[config.mk]
export PLATFORM = sky130hd
export DESIGN_NAME = rasteriza_caixa_flat
export DESIGN_NICKNAME = d
export VERILOG_FILES = /design/src/rtl/rasteriza_caixa_pkg.sv /design/src/rtl/rasteriza_caixa_if.sv /design/src/rtl/rasteriza_caixa_min_max3.sv /design/src/rtl/rasteriza_caixa.sv /design/src/flat_wrapper.sv
export SDC_FILE = /design/constraint.sdc
export NUM_CORES = 1
export LEC_CHECK = 0
export BUFFER_PORTS_ARGS = -buffer_cell sky130_fd_sc_hd__clkbuf_2
export CORE_MARGIN = 2
export CORE_UTILIZATION = 35
export DETAILED_ROUTE_END_ITERATION = 12
export PLACE_DENSITY = 0.51
export SLEW_MARGIN = 20
export SYNTH_ARGS = -nofsm -noshare
export SYNTH_HDL_FRONTEND = slang
export SYNTH_SLANG_ARGS = --single-unit
[constraint.sdc]
create_clock -name clk -period 9.3 [get_ports clk]
set_input_delay 0.93 -clock clk [delete_from_list [all_inputs] [get_ports clk]]
set_output_delay 0.93 -clock clk [all_outputs]
set_load 0.05 [all_outputs]
[src/rtl/rasteriza_caixa_pkg.sv]
`default_nettype none
// ============================================================================
//  Module  : raster_pkg
//  Desc    : Shared constants, scan state encoding and unsigned min/max
//            helpers for the triangle bounding-box rasteriser.
//  Rev     : 1.0  initial release
// ============================================================================
package raster_pkg;

   localparam int W_DEF    = 12;
   localparam int LARG_DEF = 640;
   localparam int ALT_DEF  = 480;

   typedef enum logic [1:0] {IDLE = 2'd0, SETUP = 2'd1, SCAN = 2'd2, FIM = 2'd3} estado_e;

   // Operands are zero-extended by callers, so a 32-bit compare stays unsigned.
   function automatic logic [31:0] min3(input logic [31:0] a, input logic [31:0] b,
                                        input logic [31:0] c);
      logic [31:0] m;
      m = (a < b) ? a : b;
      return (c < m) ? c : m;
   endfunction

   function automatic logic [31:0] max3(input logic [31:0] a, input logic [31:0] b,
                                        input logic [31:0] c);
      logic [31:0] m;
      m = (a > b) ? a : b;
      return (c > m) ? c : m;
   endfunction

endpackage
`default_nettype wire

[src/rtl/rasteriza_caixa_if.sv]
`default_nettype none
// ============================================================================
//  Module  : rasteriza_caixa_if
//  Desc    : Triangle-in / point-out handshake bundle of the rasteriser.
//  Rev     : 1.0  initial release
// ============================================================================
interface rasteriza_caixa_if #(parameter int W = 12);

   logic         tri_valid;
   logic         tri_ready;
   logic [W-1:0] t1x, t1y, t2x, t2y, t3x, t3y;
   logic         pt_valid;
   logic         pt_ready;
   logic [W-1:0] ptx, pty;
   logic [W-1:0] p1x, p1y, p2x, p2y, p3x, p3y;
   logic         pt_last;
   logic         fim;
   logic         ocupado;

   // master: the rasteriser itself
   modport master (
      input  tri_valid, t1x, t1y, t2x, t2y, t3x, t3y, pt_ready,
      output tri_ready, pt_valid, ptx, pty, p1x, p1y, p2x, p2y, p3x, p3y,
             pt_last, fim, ocupado
   );

   // slave: triangle source plus point consumer
   modport slave (
      output tri_valid, t1x, t1y, t2x, t2y, t3x, t3y, pt_ready,
      input  tri_ready, pt_valid, ptx, pty, p1x, p1y, p2x, p2y, p3x, p3y,
             pt_last, fim, ocupado
   );

endinterface
`default_nettype wire

[src/rtl/rasteriza_caixa_min_max3.sv]
`default_nettype none
// ============================================================================
//  Module  : min_max3
//  Desc    : Combinational unsigned minimum and maximum of three values.
//  Rev     : 1.0  initial release
// ============================================================================
module min_max3
   import raster_pkg::*;
#(
   parameter int W = 12
) (
   input  logic [W-1:0] a,
   input  logic [W-1:0] b,
   input  logic [W-1:0] c,
   output logic [W-1:0] mn,
   output logic [W-1:0] mx
);

   assign mn = W'(min3(32'(a), 32'(b), 32'(c)));
   assign mx = W'(max3(32'(a), 32'(b), 32'(c)));

endmodule
`default_nettype wire

[src/rtl/rasteriza_caixa.sv]
`default_nettype none
// ============================================================================
//  Module  : rasteriza_caixa
//  Desc    : Captures a triangle, derives its screen-clipped bounding box and
//            walks the box row-major, one candidate point per handshake.
//  Rev     : 1.0  initial release
// ============================================================================
module rasteriza_caixa
   import raster_pkg::*;
#(
   parameter int W    = W_DEF,
   parameter int LARG = LARG_DEF,
   parameter int ALT  = ALT_DEF
) (
   input  logic               clk,
   input  logic               rst,
   rasteriza_caixa_if.master  bus
);

   localparam logic [1:0]   c_st_idle  = 2'(IDLE);
   localparam logic [1:0]   c_st_setup = 2'(SETUP);
   localparam logic [1:0]   c_st_scan  = 2'(SCAN);
   localparam logic [1:0]   c_st_fim   = 2'(FIM);
   localparam logic [W-1:0] c_xlim     = W'(LARG - 1);
   localparam logic [W-1:0] c_ylim     = W'(ALT - 1);

   logic [1:0]   r_estado;
   logic [W-1:0] r_p1x, r_p1y, r_p2x, r_p2y, r_p3x, r_p3y;
   logic [W-1:0] r_xmin, r_xmax, r_ymax;
   logic [W-1:0] r_ptx, r_pty;

   logic [W-1:0] w_xmn, w_xmx, w_ymn, w_ymx;
   logic         w_vazio, w_xfim, w_yfim;

   min_max3 #(.W(W)) u_mm_x (.a(r_p1x), .b(r_p2x), .c(r_p3x), .mn(w_xmn), .mx(w_xmx));
   min_max3 #(.W(W)) u_mm_y (.a(r_p1y), .b(r_p2y), .c(r_p3y), .mn(w_ymn), .mx(w_ymx));

   assign w_vazio = (w_xmn > c_xlim) || (w_ymn > c_ylim);
   assign w_xfim  = (r_ptx == r_xmax);
   assign w_yfim  = (r_pty == r_ymax);

   always_ff @(posedge clk) begin
      if (rst) begin
         r_estado <= c_st_idle;
         r_p1x <= '0; r_p1y <= '0; r_p2x <= '0; r_p2y <= '0; r_p3x <= '0; r_p3y <= '0;
         r_xmin <= '0; r_xmax <= '0; r_ymax <= '0;
         r_ptx  <= '0; r_pty  <= '0;
      end else begin
         case (r_estado)
            c_st_idle: begin
               if (bus.tri_valid) begin
                  r_p1x <= bus.t1x; r_p1y <= bus.t1y;
                  r_p2x <= bus.t2x; r_p2y <= bus.t2y;
                  r_p3x <= bus.t3x; r_p3y <= bus.t3y;
                  r_estado <= c_st_setup;
               end
            end
            c_st_setup: begin
               r_xmin   <= w_xmn;
               r_xmax   <= (w_xmx > c_xlim) ? c_xlim : w_xmx;
               r_ymax   <= (w_ymx > c_ylim) ? c_ylim : w_ymx;
               r_ptx    <= w_xmn;
               r_pty    <= w_ymn;
               r_estado <= w_vazio ? c_st_fim : c_st_scan;
            end
            c_st_scan: begin
               if (bus.pt_ready) begin
                  if (!w_xfim) begin
                     r_ptx <= r_ptx + 1'b1;
                  end else begin
                     r_ptx <= r_xmin;
                     // pty is left at ymax on exit so the counter never wraps
                     if (w_yfim) r_estado <= c_st_fim;
                     else        r_pty    <= r_pty + 1'b1;
                  end
               end
            end
            default: r_estado <= c_st_idle;
         endcase
      end
   end

   assign bus.tri_ready = (r_estado == c_st_idle);
   assign bus.ocupado   = (r_estado != c_st_idle);
   assign bus.pt_valid  = (r_estado == c_st_scan);
   assign bus.fim       = (r_estado == c_st_fim);
   assign bus.pt_last   = (r_estado == c_st_scan) && w_xfim && w_yfim;
   assign bus.ptx       = r_ptx;
   assign bus.pty       = r_pty;
   assign bus.p1x = r_p1x; assign bus.p1y = r_p1y;
   assign bus.p2x = r_p2x; assign bus.p2y = r_p2y;
   assign bus.p3x = r_p3x; assign bus.p3y = r_p3y;

endmodule
`default_nettype wire

[src/flat_wrapper.sv]
// flat-port wrapper written by rule: the top's interface ports become plain ports
module rasteriza_caixa_flat import raster_pkg::*;
#(
   parameter int W    = W_DEF,
   parameter int LARG = LARG_DEF,
   parameter int ALT  = ALT_DEF
)
  (clk, rst, bus_tri_valid, bus_t1x, bus_t1y, bus_t2x, bus_t2y, bus_t3x, bus_t3y, bus_pt_ready, bus_tri_ready, bus_pt_valid, bus_ptx, bus_pty, bus_p1x, bus_p1y, bus_p2x, bus_p2y, bus_p3x, bus_p3y, bus_pt_last, bus_fim, bus_ocupado);
  rasteriza_caixa_if #(.W(W)) bus_i ();
  input  logic clk;
  input  logic rst;
  input wire logic [$bits(bus_i.tri_valid)-1:0] bus_tri_valid;
  input wire logic [$bits(bus_i.t1x)-1:0] bus_t1x;
  input wire logic [$bits(bus_i.t1y)-1:0] bus_t1y;
  input wire logic [$bits(bus_i.t2x)-1:0] bus_t2x;
  input wire logic [$bits(bus_i.t2y)-1:0] bus_t2y;
  input wire logic [$bits(bus_i.t3x)-1:0] bus_t3x;
  input wire logic [$bits(bus_i.t3y)-1:0] bus_t3y;
  input wire logic [$bits(bus_i.pt_ready)-1:0] bus_pt_ready;
  output wire logic [$bits(bus_i.tri_ready)-1:0] bus_tri_ready;
  output wire logic [$bits(bus_i.pt_valid)-1:0] bus_pt_valid;
  output wire logic [$bits(bus_i.ptx)-1:0] bus_ptx;
  output wire logic [$bits(bus_i.pty)-1:0] bus_pty;
  output wire logic [$bits(bus_i.p1x)-1:0] bus_p1x;
  output wire logic [$bits(bus_i.p1y)-1:0] bus_p1y;
  output wire logic [$bits(bus_i.p2x)-1:0] bus_p2x;
  output wire logic [$bits(bus_i.p2y)-1:0] bus_p2y;
  output wire logic [$bits(bus_i.p3x)-1:0] bus_p3x;
  output wire logic [$bits(bus_i.p3y)-1:0] bus_p3y;
  output wire logic [$bits(bus_i.pt_last)-1:0] bus_pt_last;
  output wire logic [$bits(bus_i.fim)-1:0] bus_fim;
  output wire logic [$bits(bus_i.ocupado)-1:0] bus_ocupado;
  assign bus_i.tri_valid = bus_tri_valid;
  assign bus_i.t1x = bus_t1x;
  assign bus_i.t1y = bus_t1y;
  assign bus_i.t2x = bus_t2x;
  assign bus_i.t2y = bus_t2y;
  assign bus_i.t3x = bus_t3x;
  assign bus_i.t3y = bus_t3y;
  assign bus_i.pt_ready = bus_pt_ready;
  assign bus_tri_ready = bus_i.tri_ready;
  assign bus_pt_valid = bus_i.pt_valid;
  assign bus_ptx = bus_i.ptx;
  assign bus_pty = bus_i.pty;
  assign bus_p1x = bus_i.p1x;
  assign bus_p1y = bus_i.p1y;
  assign bus_p2x = bus_i.p2x;
  assign bus_p2y = bus_i.p2y;
  assign bus_p3x = bus_i.p3x;
  assign bus_p3y = bus_i.p3y;
  assign bus_pt_last = bus_i.pt_last;
  assign bus_fim = bus_i.fim;
  assign bus_ocupado = bus_i.ocupado;
  rasteriza_caixa #(.W(W), .LARG(LARG), .ALT(ALT)) u_core (.clk(clk), .rst(rst), .bus(bus_i));
endmodule
==> results.py, run 1 <==
metrics = {
    "detailed_routing": {
        "wl_per_cell_um": 17.6,
        "ant_nets": 0,
        "drtIter0Drc": 502,
        "drc": 0,
        "via_per_inst": 5.19,
        "drt_first_pass_iters": 5,
        "vias": 8027,
        "totalWireLength_um": 27200,
    },
    "timing": {
        "finalCriticalPeriod_ns": 5.48,
        "slew_violations": 0,
        "slew_headroom_pct": 29.0,
        "rsz0062_at_grt": "no",
        "post-route-period-util_pct": 58.9,
        "fmax_mhz": 182,
        "fin_ws_ns": 3.82,
        "fin_worst_skew_ns": 0.0169,
        "worst_slew_pin_slew_ns": 1.06,
        "final.setup.tns_ns": 0,
        "hold_violations": 0,
        "setup_violations": 0,
    },
    "place": {
        "place_hpwl_um": 20100,
        "io_buffers": 176,
        "routabilityCongestion": 0.796,
        "pre_cts_ws_ns": 3.96,
    },
    "yosys": {
        "syn_nets": 1216,
        "yosysSeqAreaShare_pct": 31.8,
        "ys_ff_latch": 134,
        "syn-cell-area_um2": 8440,
        "synthFlopType": "dfxtp_1",
        "synthArstFlopShare_pct": 0,
        "syn_inst": 1064,
        "synth.distinct_cells": 60,
        "syn_avg_cell_area_um2": 7.93,
        "synth_edf_count": 0,
        "ys_warn_count": 0,
    },
    "grt": {
        "grt_usage_pct": 21.2,
        "antenna_found_initial": 0,
        "grt_max_degree": 96,
        "grt_pass1_wl_um": 43400,
        "grt_pass1_vias": 7639,
        "gr-total-overflow": 0,
    },
    "finish": {
        "final_common_cell": "nand2_1",
        "syn_to_final_growth_pct": 20.4,
        "post_route_cells_drive_above_1_share_pct": 20.7,
        "final_cell_mix": "nand2_1 (185), clkbuf_2 (175), a21oi_1 (144)",
        "final_nets": 1368,
        "n_antenna_cell": 0,
    },
    "critical_path": {
        "r2r_setup_slack_ns": 3.82,
        "required_ns": 9.64,
        "r2r_cells": 16,
        "worstSetupPathType": "reg -> reg",
        "endpoint": "u_core.bus.pty[9]$_SDFFE_PP0P_",
        "endpoint_kind": "register",
        "crit_fanout": 26,
        "r2r-start": "u_core.bus.p2y[2]$_SDFFE_PP0P_",
        "r2r_end": "u_core.bus.pty[9]$_SDFFE_PP0P_",
        "crit_start": "u_core.bus.p2y[2]$_SDFFE_PP0P_",
        "critical_path_arrival_ns": 5.82,
        "setup.worst_path.start_class": "register",
    },
    "power_and_ir_drop": {
        "power_density_nw_per_um2": 385,
        "peakVddDrop_mv": 0.158,
        "p_leak_nw": 4.38,
    },
    "cts": {
        "clk_path_buf_depth": 2,
        "hold_buffers": 0,
        "htreeDepth": 4,
        "cts_resized": 0,
        "cts_tree": "built",
        "clkTransAtPathRegs_ns": 0.06,
        "post_cts_buffers": 0,
        "clock_sinks": 134,
        "clkLatencyLatePin_ns": 0.43,
        "cts_inserted_buffers": 17,
        "clockRootBuffer": "clkbuf_16",
    },
    "die": {
        "start_util_pct": 35.9,
        "die_area_um2": 25400,
        "rows": 56,
        "ios": 177,
        "core_area_um2": 23500,
        "die_x_um": 159,
        "dieHeight_um": 159,
    },
    "flow_run": {
        "cap_violations": 0,
    },
    "hold_path": {
        "hold_path_class": "reg -> reg",
    },
    "status": {
        "outcome": "finished clean",
    },
}
==> how the worst min path moves through the flow <==
stage	start	end	slack, ns	cells past startpoint
CTS	u_core.r_xmin[0]$_SDFFE_PP0P_	u_core.r_xmin[0]$_SDFFE_PP0P_	0.48	2
global placement	u_core.r_xmax[11]$_SDFFE_PP0P_	u_core.r_xmax[11]$_SDFFE_PP0P_	0.46	1
global route	u_core.r_xmax[10]$_SDFFE_PP0P_	u_core.r_xmax[10]$_SDFFE_PP0P_	0.50	1
finish	u_core.r_xmin[11]$_SDFFE_PP0P_	u_core.r_xmin[11]$_SDFFE_PP0P_	0.48	2
detailed placement	u_core.r_xmax[10]$_SDFFE_PP0P_	u_core.r_xmax[10]$_SDFFE_PP0P_	0.47	1
floorplan	u_core.r_xmin[0]$_SDFFE_PP0P_	u_core.r_xmin[0]$_SDFFE_PP0P_	0.44	2
==> synth_stat cells (all sizes together), types with 5 or more instances <==
| master | count | share of area [%] |
|---|---|---|
| a2111oi | 5 | 0.52 |
| inv | 55 | 2.4 |
| o22ai | 22 | 1.6 |
| mux2 | 28 | 3.7 |
| buf | 12 | 0.70 |
| xor2 | 28 | 2.9 |
| nor2 | 64 | 2.8 |
| o21ai | 35 | 2.1 |
| and3 | 8 | 0.59 |
| o211ai | 5 | 0.44 |
| nor3b | 5 | 0.44 |
| a211oi | 25 | 2.5 |
| ha | 76 | 11 |
| nand2 | 186 | 8.3 |
| nor2b | 6 | 0.53 |
| a21o | 6 | 0.53 |
| dfxtp | 134 | 32 |
| and2 | 6 | 0.44 |
| mux2i | 46 | 5.5 |
| a21oi | 145 | 8.6 |
| nand3 | 20 | 1.2 |
| clkbuf | 40 | 1.8 |
| xnor2 | 6 | 0.62 |
| nand2b | 7 | 0.52 |
| nand4 | 18 | 1.3 |
| nor3 | 21 | 1.4 |
| nor4 | 7 | 0.52 |
==> where the power goes <==
part           leakage, nW  switching (mW)  total [mW]  internal, mW
combinational         3.01            1.51        2.33         0.821
clock                0.273           0.265       0.672         0.407
sequential            1.10           0.201       0.912         0.710
==> through the flow <==
| step | std cells | util (%) | total power, mW | cell area, um^2 | hold slack, ns |
|---|---|---|---|---|---|
| final | 1546 | 43.2 | 3.92 | 10200 | 0.478 |
| after global routing | 1546 | 43.2 | 4.20 | 10200 | 0.496 |
| after CTS | 1546 | 43.1 | 3.92 | 10200 | 0.480 |
| after detailed placement | 1516 | 40.7 | 3.24 | 9590 | 0.466 |
| after global placement | 1516 | 40.7 | 3.23 | 9590 | 0.462 |
| after floorplan | 1064 | - | 2.66 | 8440 | 0.441 |
==> worst max-delay path, stage by stage (launching register included) <==
cell and delay, ns:
dfxtp_1 0.37, inv_1 0.08, ha_1 0.31, a21o_1 0.18, a221o_1 0.35, a221oi_2 0.47
nand2_1 0.54, mux2i_1 0.39, ha_1 0.29, a2111oi_0 0.54, nand2_1 0.10, a2111oi_0 0.36
nand3_1 0.11, or3b_1 0.75, nand3_1 0.16, o311a_1 0.18, a211oi_2 0.20
==> cells by family after synthesis <==
family	Yosys count	share of synthesized area, %
buffers and inverters	108	4.97
AND/OR/NAND/NOR	359	19.1
multiplexers	74	9.19
XOR/XNOR	34	3.53
flip-flops	134	31.8
adder cells (fa/ha/maj)	76	11.3
AO/OA/AOI/OAI	279	20.2
==> registers in the layout, indices dropped and copies added (netlist names) <==
name / cells
u_core.bus.p1x: 12
u_core.bus.p1y: 12
u_core.bus.p2x: 12
u_core.bus.p2y: 12
u_core.bus.p3x: 12
u_core.bus.p3y: 12
u_core.bus.ptx: 12
u_core.bus.pty: 12
u_core.r_estado: 2
u_core.r_xmax: 12
u_core.r_xmin: 12
u_core.r_ymax: 12
==> metal layers <==
layer	GRT usage (%)	vias up	share of wire [%]
met3	3.83	18	5.5
met4	5.12	0	1.2
li1	-	4082	-
met2	29.7	212	40
met1	33.1	3715	54
met5	0	-	0
==> area by class of cell <==
| class | count | area, um^2 |
|---|---|---|
| inverter | 56 | 210 |
| fill | 2498 | 13400 |
| tap | 319 | 399 |
| clock buffer | 23 | 468 |
| timing repair buffer | 185 | 951 |
| sequential | 134 | 2680 |
| clock inverter | 7 | 98.8 |
| multi-input combinational | 822 | 5350 |
No activity file was read; power rests on OpenSTA's default activity.
==> run 2, diff against run 1 <==
==> constraint.sdc (replaced) <==
create_clock -name clk -period 5.6 [get_ports clk]
set_input_delay 0.56 -clock clk [delete_from_list [all_inputs] [get_ports clk]]
set_output_delay 0.56 -clock clk [all_outputs]
set_load 0.05 [all_outputs]
==> run 2 against run 1 <==
Cell area rose by 0.36%. Maximum frequency grew 9.0%. Global-route usage rose by 0.23 points. Clock power is 61% higher. Clock skew grew 0.0014 ns. Wire length decreased by 0.35%. Sequential power up 66%. Combinational power increased by 67%. Utilization increased by 0.15 points. Non-clock buffer count grew 7. Setup slack worse by 3.2 ns. Largest cell class unchanged. Largest power group unchanged.
==> results.py, run 2 (same netlist as run 1, synthesis figures left out) <==
metrics = {
    "timing": {
        "worst_slew_pin_slew_ns": 1.09,
        "hold_slack_ns": 0.339,
        "fin_worst_skew_ns": 0.0183,
        "final.setup.tns_ns": 0,
        "slew_violations": 0,
        "finalCriticalPeriod_ns": 5.03,
        "post-route-period-util_pct": 89.8,
        "slew_headroom_pct": 27.2,
        "rsz0062_at_grt": "no",
        "setup_violations": 0,
        "hold_violations": 0,
        "fmax_mhz": 199,
    },
    "power_and_ir_drop": {
        "p_total_mw": 6.48,
        "power_density_nw_per_um2": 635,
        "peakVddDrop_mv": 0.276,
        "p_leak_nw": 4.39,
    },
    "finish": {
        "postLayoutCoreUtil_pct": 43.3,
        "final_cells": 1553,
        "post_route_cells_drive_above_1_share_pct": 21.5,
        "final_nets": 1375,
        "n_antenna_cell": 0,
        "final_common_cell": "nand2_1",
        "syn_to_final_growth_pct": 20.8,
        "fill_cells": 2495,
        "final_cell_mix": "nand2_1 (185), clkbuf_2 (175), a21oi_1 (144)",
    },
    "die": {
        "die_x_um": 159,
        "dieHeight_um": 159,
        "start_util_pct": 35.9,
        "core_area_um2": 23500,
        "ios": 177,
        "die_area_um2": 25400,
        "rows": 56,
    },
    "grt": {
        "grt_max_degree": 98,
        "grt_pass1_wl_um": 43400,
        "gr-total-overflow": 0,
        "grt_usage_pct": 21.4,
        "antenna_found_initial": 0,
        "grt_pass1_vias": 7607,
    },
    "cts": {
        "clkTransAtPathRegs_ns": 0.07,
        "clock_sinks": 134,
        "clkLatencyLatePin_ns": 0.43,
        "clk_path_buf_depth": 2,
        "cts_inserted_buffers": 17,
        "cts_tree": "built",
        "clockRootBuffer": "clkbuf_16",
        "cts_resized": 0,
        "htreeDepth": 4,
        "post_cts_buffers": 0,
        "hold_buffers": 0,
    },
    "detailed_routing": {
        "totalWireLength_um": 27100,
        "drtIter0Drc": 426,
        "wl_per_cell_um": 17.4,
        "ant_nets": 0,
        "drc": 0,
        "via_per_inst": 5.12,
        "drt_first_pass_iters": 5,
        "vias": 7948,
    },
    "hold_path": {
        "hold_path_class": "in -> reg",
    },
    "critical_path": {
        "required_ns": 5.93,
        "path_cells": "inv_1, ha_1, a21o_1, a221o_1, a221oi_2, nand2_1, buf_4, mux2i_1, ha_1, a2111oi_0, nand2_1, a2111oi_0, nand3_1, or3b_1, nand3_1, o311a_1, a211oi_2",
        "endpoint_kind": "register",
        "critical_path_arrival_ns": 5.36,
        "worstSetupPathType": "reg -> reg",
        "cp_slowest_cell": "or3b_1",
        "worst-path-buf-inv": 2,
        "cp_top_family": "compound AO/OA/AOI/OAI gates",
        "crit_fanout": 26,
        "cpPeakStageDelay_ns": 0.72,
        "setup.worst_path.start_class": "register",
    },
    "place": {
        "place_hpwl_um": 20400,
        "io_buffers": 176,
        "routabilityCongestion": 0.833,
        "dpl.cell_count": 1523,
    },
    "status": {
        "outcome": "finished clean",
    },
    "flow_run": {
        "cap_violations": 0,
    },
}
[run 2: final timing paths]
path | startpoint | end | slack, ns | depth (start not counted)
worst max-delay path | u_core.bus.p2y[2]$_SDFFE_PP0P_ | u_core.bus.pty[10]$_SDFFE_PP0P_ | 0.57 | 17
worst min-delay path | bus_t3y[5] | u_core.bus.p3y[5]$_SDFFE_PP0P_ | 0.34 | 3
worst max register to register | u_core.bus.p2y[2]$_SDFFE_PP0P_ | u_core.bus.pty[10]$_SDFFE_PP0P_ | 0.57 | 17
worst min register to register | u_core.r_xmin[0]$_SDFFE_PP0P_ | u_core.r_xmin[0]$_SDFFE_PP0P_ | 0.47 | 2
[run 2: per-layer routing]
layer | vias up | global-route usage (%) | wire (um)
met5 | - | 0 | 0
met3 | 16 | 4.35 | 1640
met1 | 3621 | 32.4 | 14000
met4 | 0 | 5.17 | 276
li1 | 4100 | - | -
met2 | 211 | 30.9 | 11100
[run 2: per-stage QoR]
stage | cell area (um^2) | setup WS [ns]
2_1_floorplan | 8440 | 0.767
3_3_place_gp | 9640 | 0.774
3_5_place_dp | 9640 | 0.673
4_1_cts | 10200 | 0.629
5_1_grt | 10200 | 0.285
6_report | 10200 | 0.572
[run 2: final cells by class]
type	count	area [um^2]	share of cell area (%)
clock inverter	11	105	1.03
inverter	56	210	2.06
tap	319	399	3.91
sequential	134	2680	26.3
timing repair buffer	192	1000	9.84
clock buffer	19	453	4.44
multi-input combinational	822	5340	52.4
[run 2: tightest hold or removal path: stages]
cell	delay (ns)
clkbuf_2	0.08
nand2_1	0.04
a21oi_1	0.05
[run 2: where the power goes]
| group | internal, mW | switching (mW) | leakage [nW] |
|---|---|---|---|
| clock network | 0.629 | 0.452 | 0.251 |
| logic | 1.40 | 2.48 | 3.04 |
| registers | 1.18 | 0.333 | 1.10 |
| total | 3.21 | 3.27 | 4.39 |
==> run 3, diff against run 2 <==
--- a/config.mk
+++ b/config.mk
@@ -9,6 +9,7 @@
 export CORE_MARGIN = 2
 export CORE_UTILIZATION = 35
 export DETAILED_ROUTE_END_ITERATION = 12
+export GPL_TIMING_DRIVEN = 0
 export PLACE_DENSITY = 0.51
 export SLEW_MARGIN = 20
 export SYNTH_ARGS = -nofsm -noshare
==> constraint.sdc (replaced) <==
create_clock -name clk -period 5.61 [get_ports clk]
set_input_delay 0.561 -clock clk [delete_from_list [all_inputs] [get_ports clk]]
set_output_delay 0.561 -clock clk [all_outputs]
set_load 0.05 [all_outputs]
==> run 3 against run 2 <==
Largest cell class unchanged. Worst hold slack improved by 0.0032 ns. Maximum frequency is 1.4% lower. Cell area grew 1.3%. Via count grew 3.3%. First-iteration DRC count up 9.6%. Register-to-register slack got worse by 0.06 ns. Sequential power barely moved.
==> results.py, run 3 (same netlist as run 1, synthesis figures left out) <==
metrics = {
    "status": {
        "outcome": "finished clean",
    },
    "critical_path": {
        "setup.worst_path.start_class": "register",
        "endpoint_kind": "register",
        "worstSetupPathType": "reg -> reg",
        "r2r_setup_slack_ns": 0.51,
        "required_ns": 5.89,
        "crit_fanout": 10,
        "path_cells": "inv_1, ha_1, nand4_1, nor3_1, a221oi_4, nand2_1, buf_2, mux2i_1, ha_1, a2111oi_2, nand2_1, a2111oi_0, nand3_1, or3b_1, buf_2, clkbuf_2, nor2_1, a21oi_1, o22ai_1",
        "cp_slowest_cell": "dfxtp_1",
        "cpPeakStageDelay_ns": 0.46,
        "cp_top_family": "compound AO/OA/AOI/OAI gates",
        "critical_path_arrival_ns": 5.38,
        "worst-path-buf-inv": 4,
    },
    "grt": {
        "grt_max_degree": 17,
        "grtUsageMet2_pct": 34.4,
        "gr-total-overflow": 0,
        "gr-usage-met3_pct": 5.44,
        "antenna_found_initial": 2,
        "grt_pass1_wl_um": 45300,
        "top_usage_layer": "met2",
        "grt_usage_pct": 22.7,
        "grt_pass1_vias": 7896,
        "use_met1_pct": 33.1,
    },
    "detailed_routing": {
        "vias": 8211,
        "wl_per_cell_um": 18.3,
        "drt_first_pass_iters": 5,
        "ant_nets": 0,
        "totalWireLength_um": 29100,
        "drc": 0,
        "via_per_inst": 5.16,
        "drtIter0Drc": 467,
    },
    "timing": {
        "slew_headroom_pct": 30.2,
        "fin_ws_ns": 0.512,
        "slew_violations": 0,
        "final.setup.tns_ns": 0,
        "hold_violations": 0,
        "rsz0062_at_grt": "no",
        "worst_slew_pin_slew_ns": 1.04,
        "finalCriticalPeriod_ns": 5.10,
        "fin_worst_skew_ns": 0.00922,
        "fmax_mhz": 196,
        "post-route-period-util_pct": 90.9,
        "hold_slack_ns": 0.343,
        "setup_violations": 0,
    },
    "finish": {
        "syn_to_final_growth_pct": 22.4,
        "register_area_um2": 2680,
        "final_cell_mix": "nand2_1 (186), clkbuf_2 (177), a21oi_1 (144)",
        "final_common_cell": "nand2_1",
        "postLayoutCoreUtil_pct": 43.9,
        "final_nets": 1411,
        "multiInputGateArea_um2": 5360,
        "post_route_cells_drive_above_1_share_pct": 20.2,
        "fill_cells": 2501,
    },
    "hold_path": {
        "hold_path_class": "in -> reg",
    },
    "die": {
        "rows": 56,
        "ios": 177,
        "start_util_pct": 35.9,
        "core_area_um2": 23500,
        "dieHeight_um": 159,
        "die_area_um2": 25400,
        "die_x_um": 159,
    },
    "cts": {
        "clockRootBuffer": "clkbuf_16",
        "clkTransAtPathRegs_ns": 0.07,
        "cts_resized": 0,
        "post_cts_buffers": 0,
        "hold_buffers": 0,
        "clkLatencyLatePin_ns": 0.43,
        "clock_sinks": 134,
        "htreeDepth": 4,
        "cts_inserted_buffers": 17,
        "clk_path_buf_depth": 2,
        "cts_tree": "built",
    },
    "power_and_ir_drop": {
        "peakVddDrop_mv": 0.245,
        "switching_share_pct": 51.0,
        "p_leak_nw": 4.43,
        "switchingPower_mw": 3.38,
        "pwr-share-clk_pct": 17.2,
        "p_int_mw": 3.25,
        "p_total_mw": 6.63,
        "combPwrFrac_pct": 60.0,
        "power_density_nw_per_um2": 641,
        "seqPwrFrac_pct": 22.8,
    },
    "place": {
        "place_hpwl_um": 22900,
        "io_buffers": 176,
        "pre_cts_ws_ns": 0.191,
        "routabilityCongestion": 0.880,
    },
    "flow_run": {
        "cap_violations": 0,
    },
}
==> run 3: path summary, 6_finish.rpt <==
kind / startpoint / endpoint / cells past startpoint
worst max-delay path: u_core.bus.p2y[11]$_SDFFE_PP0P_ / u_core.bus.pty[2]$_SDFFE_PP0P_ / 19
worst min-delay path: bus_t2x[6] / u_core.bus.p2x[6]$_SDFFE_PP0P_ / 3
worst min register to register: u_core.r_xmin[11]$_SDFFE_PP0P_ / u_core.r_xmin[11]$_SDFFE_PP0P_ / 2
worst max register to register: u_core.bus.p2y[11]$_SDFFE_PP0P_ / u_core.bus.pty[2]$_SDFFE_PP0P_ / 19
==> run 3: worst reg2reg max path: cells and delay by family (launching register included) <==
kind            cells  cell delay, ns
flops               1            0.46
buf+inv             4            0.88
simple gates        7            1.24
mux                 1            0.37
fa+ha+maj           2            0.67
compound gates      5            1.35
==> run 3: layout make-up <==
type / count / area share (%)
multi-input cells: 822 / 51.8
well taps: 319 / 3.86
clock inverters: 13 / 1.42
clock buffers: 19 / 4.29
repair buffers: 176 / 8.53
inverters: 56 / 2.03
diodes: 1 / 0.0242
plain buffers: 52 / 2.03
flip-flops and latches: 134 / 26.0
==> run 3: per-stage QoR <==
step                instances  instance area, um^2
finish                   1592                10300
global route             1591                10300
CTS                      1591                10300
detailed placement       1559                 9720
global placement         1559                 9720
floorplan                1064                 8440
==> run 3: metal layers <==
layer / share of wire (%) / vias to the layer above
li1: - / 4178
met3: 6.0 / 17
met2: 43 / 240
met1: 51 / 3774
met5: 0.045 / -
met4: 0.73 / 2
==> run 3: power by group through the flow <==
stage	registers [mW]	clock network, mW	logic, mW
floorplan	1.90	0	2.52
global placement	1.53	0	3.91
detailed placement	1.53	0	3.92
CTS	1.51	1.15	3.94
global route	1.55	1.20	4.34
finish	1.51	1.14	3.98
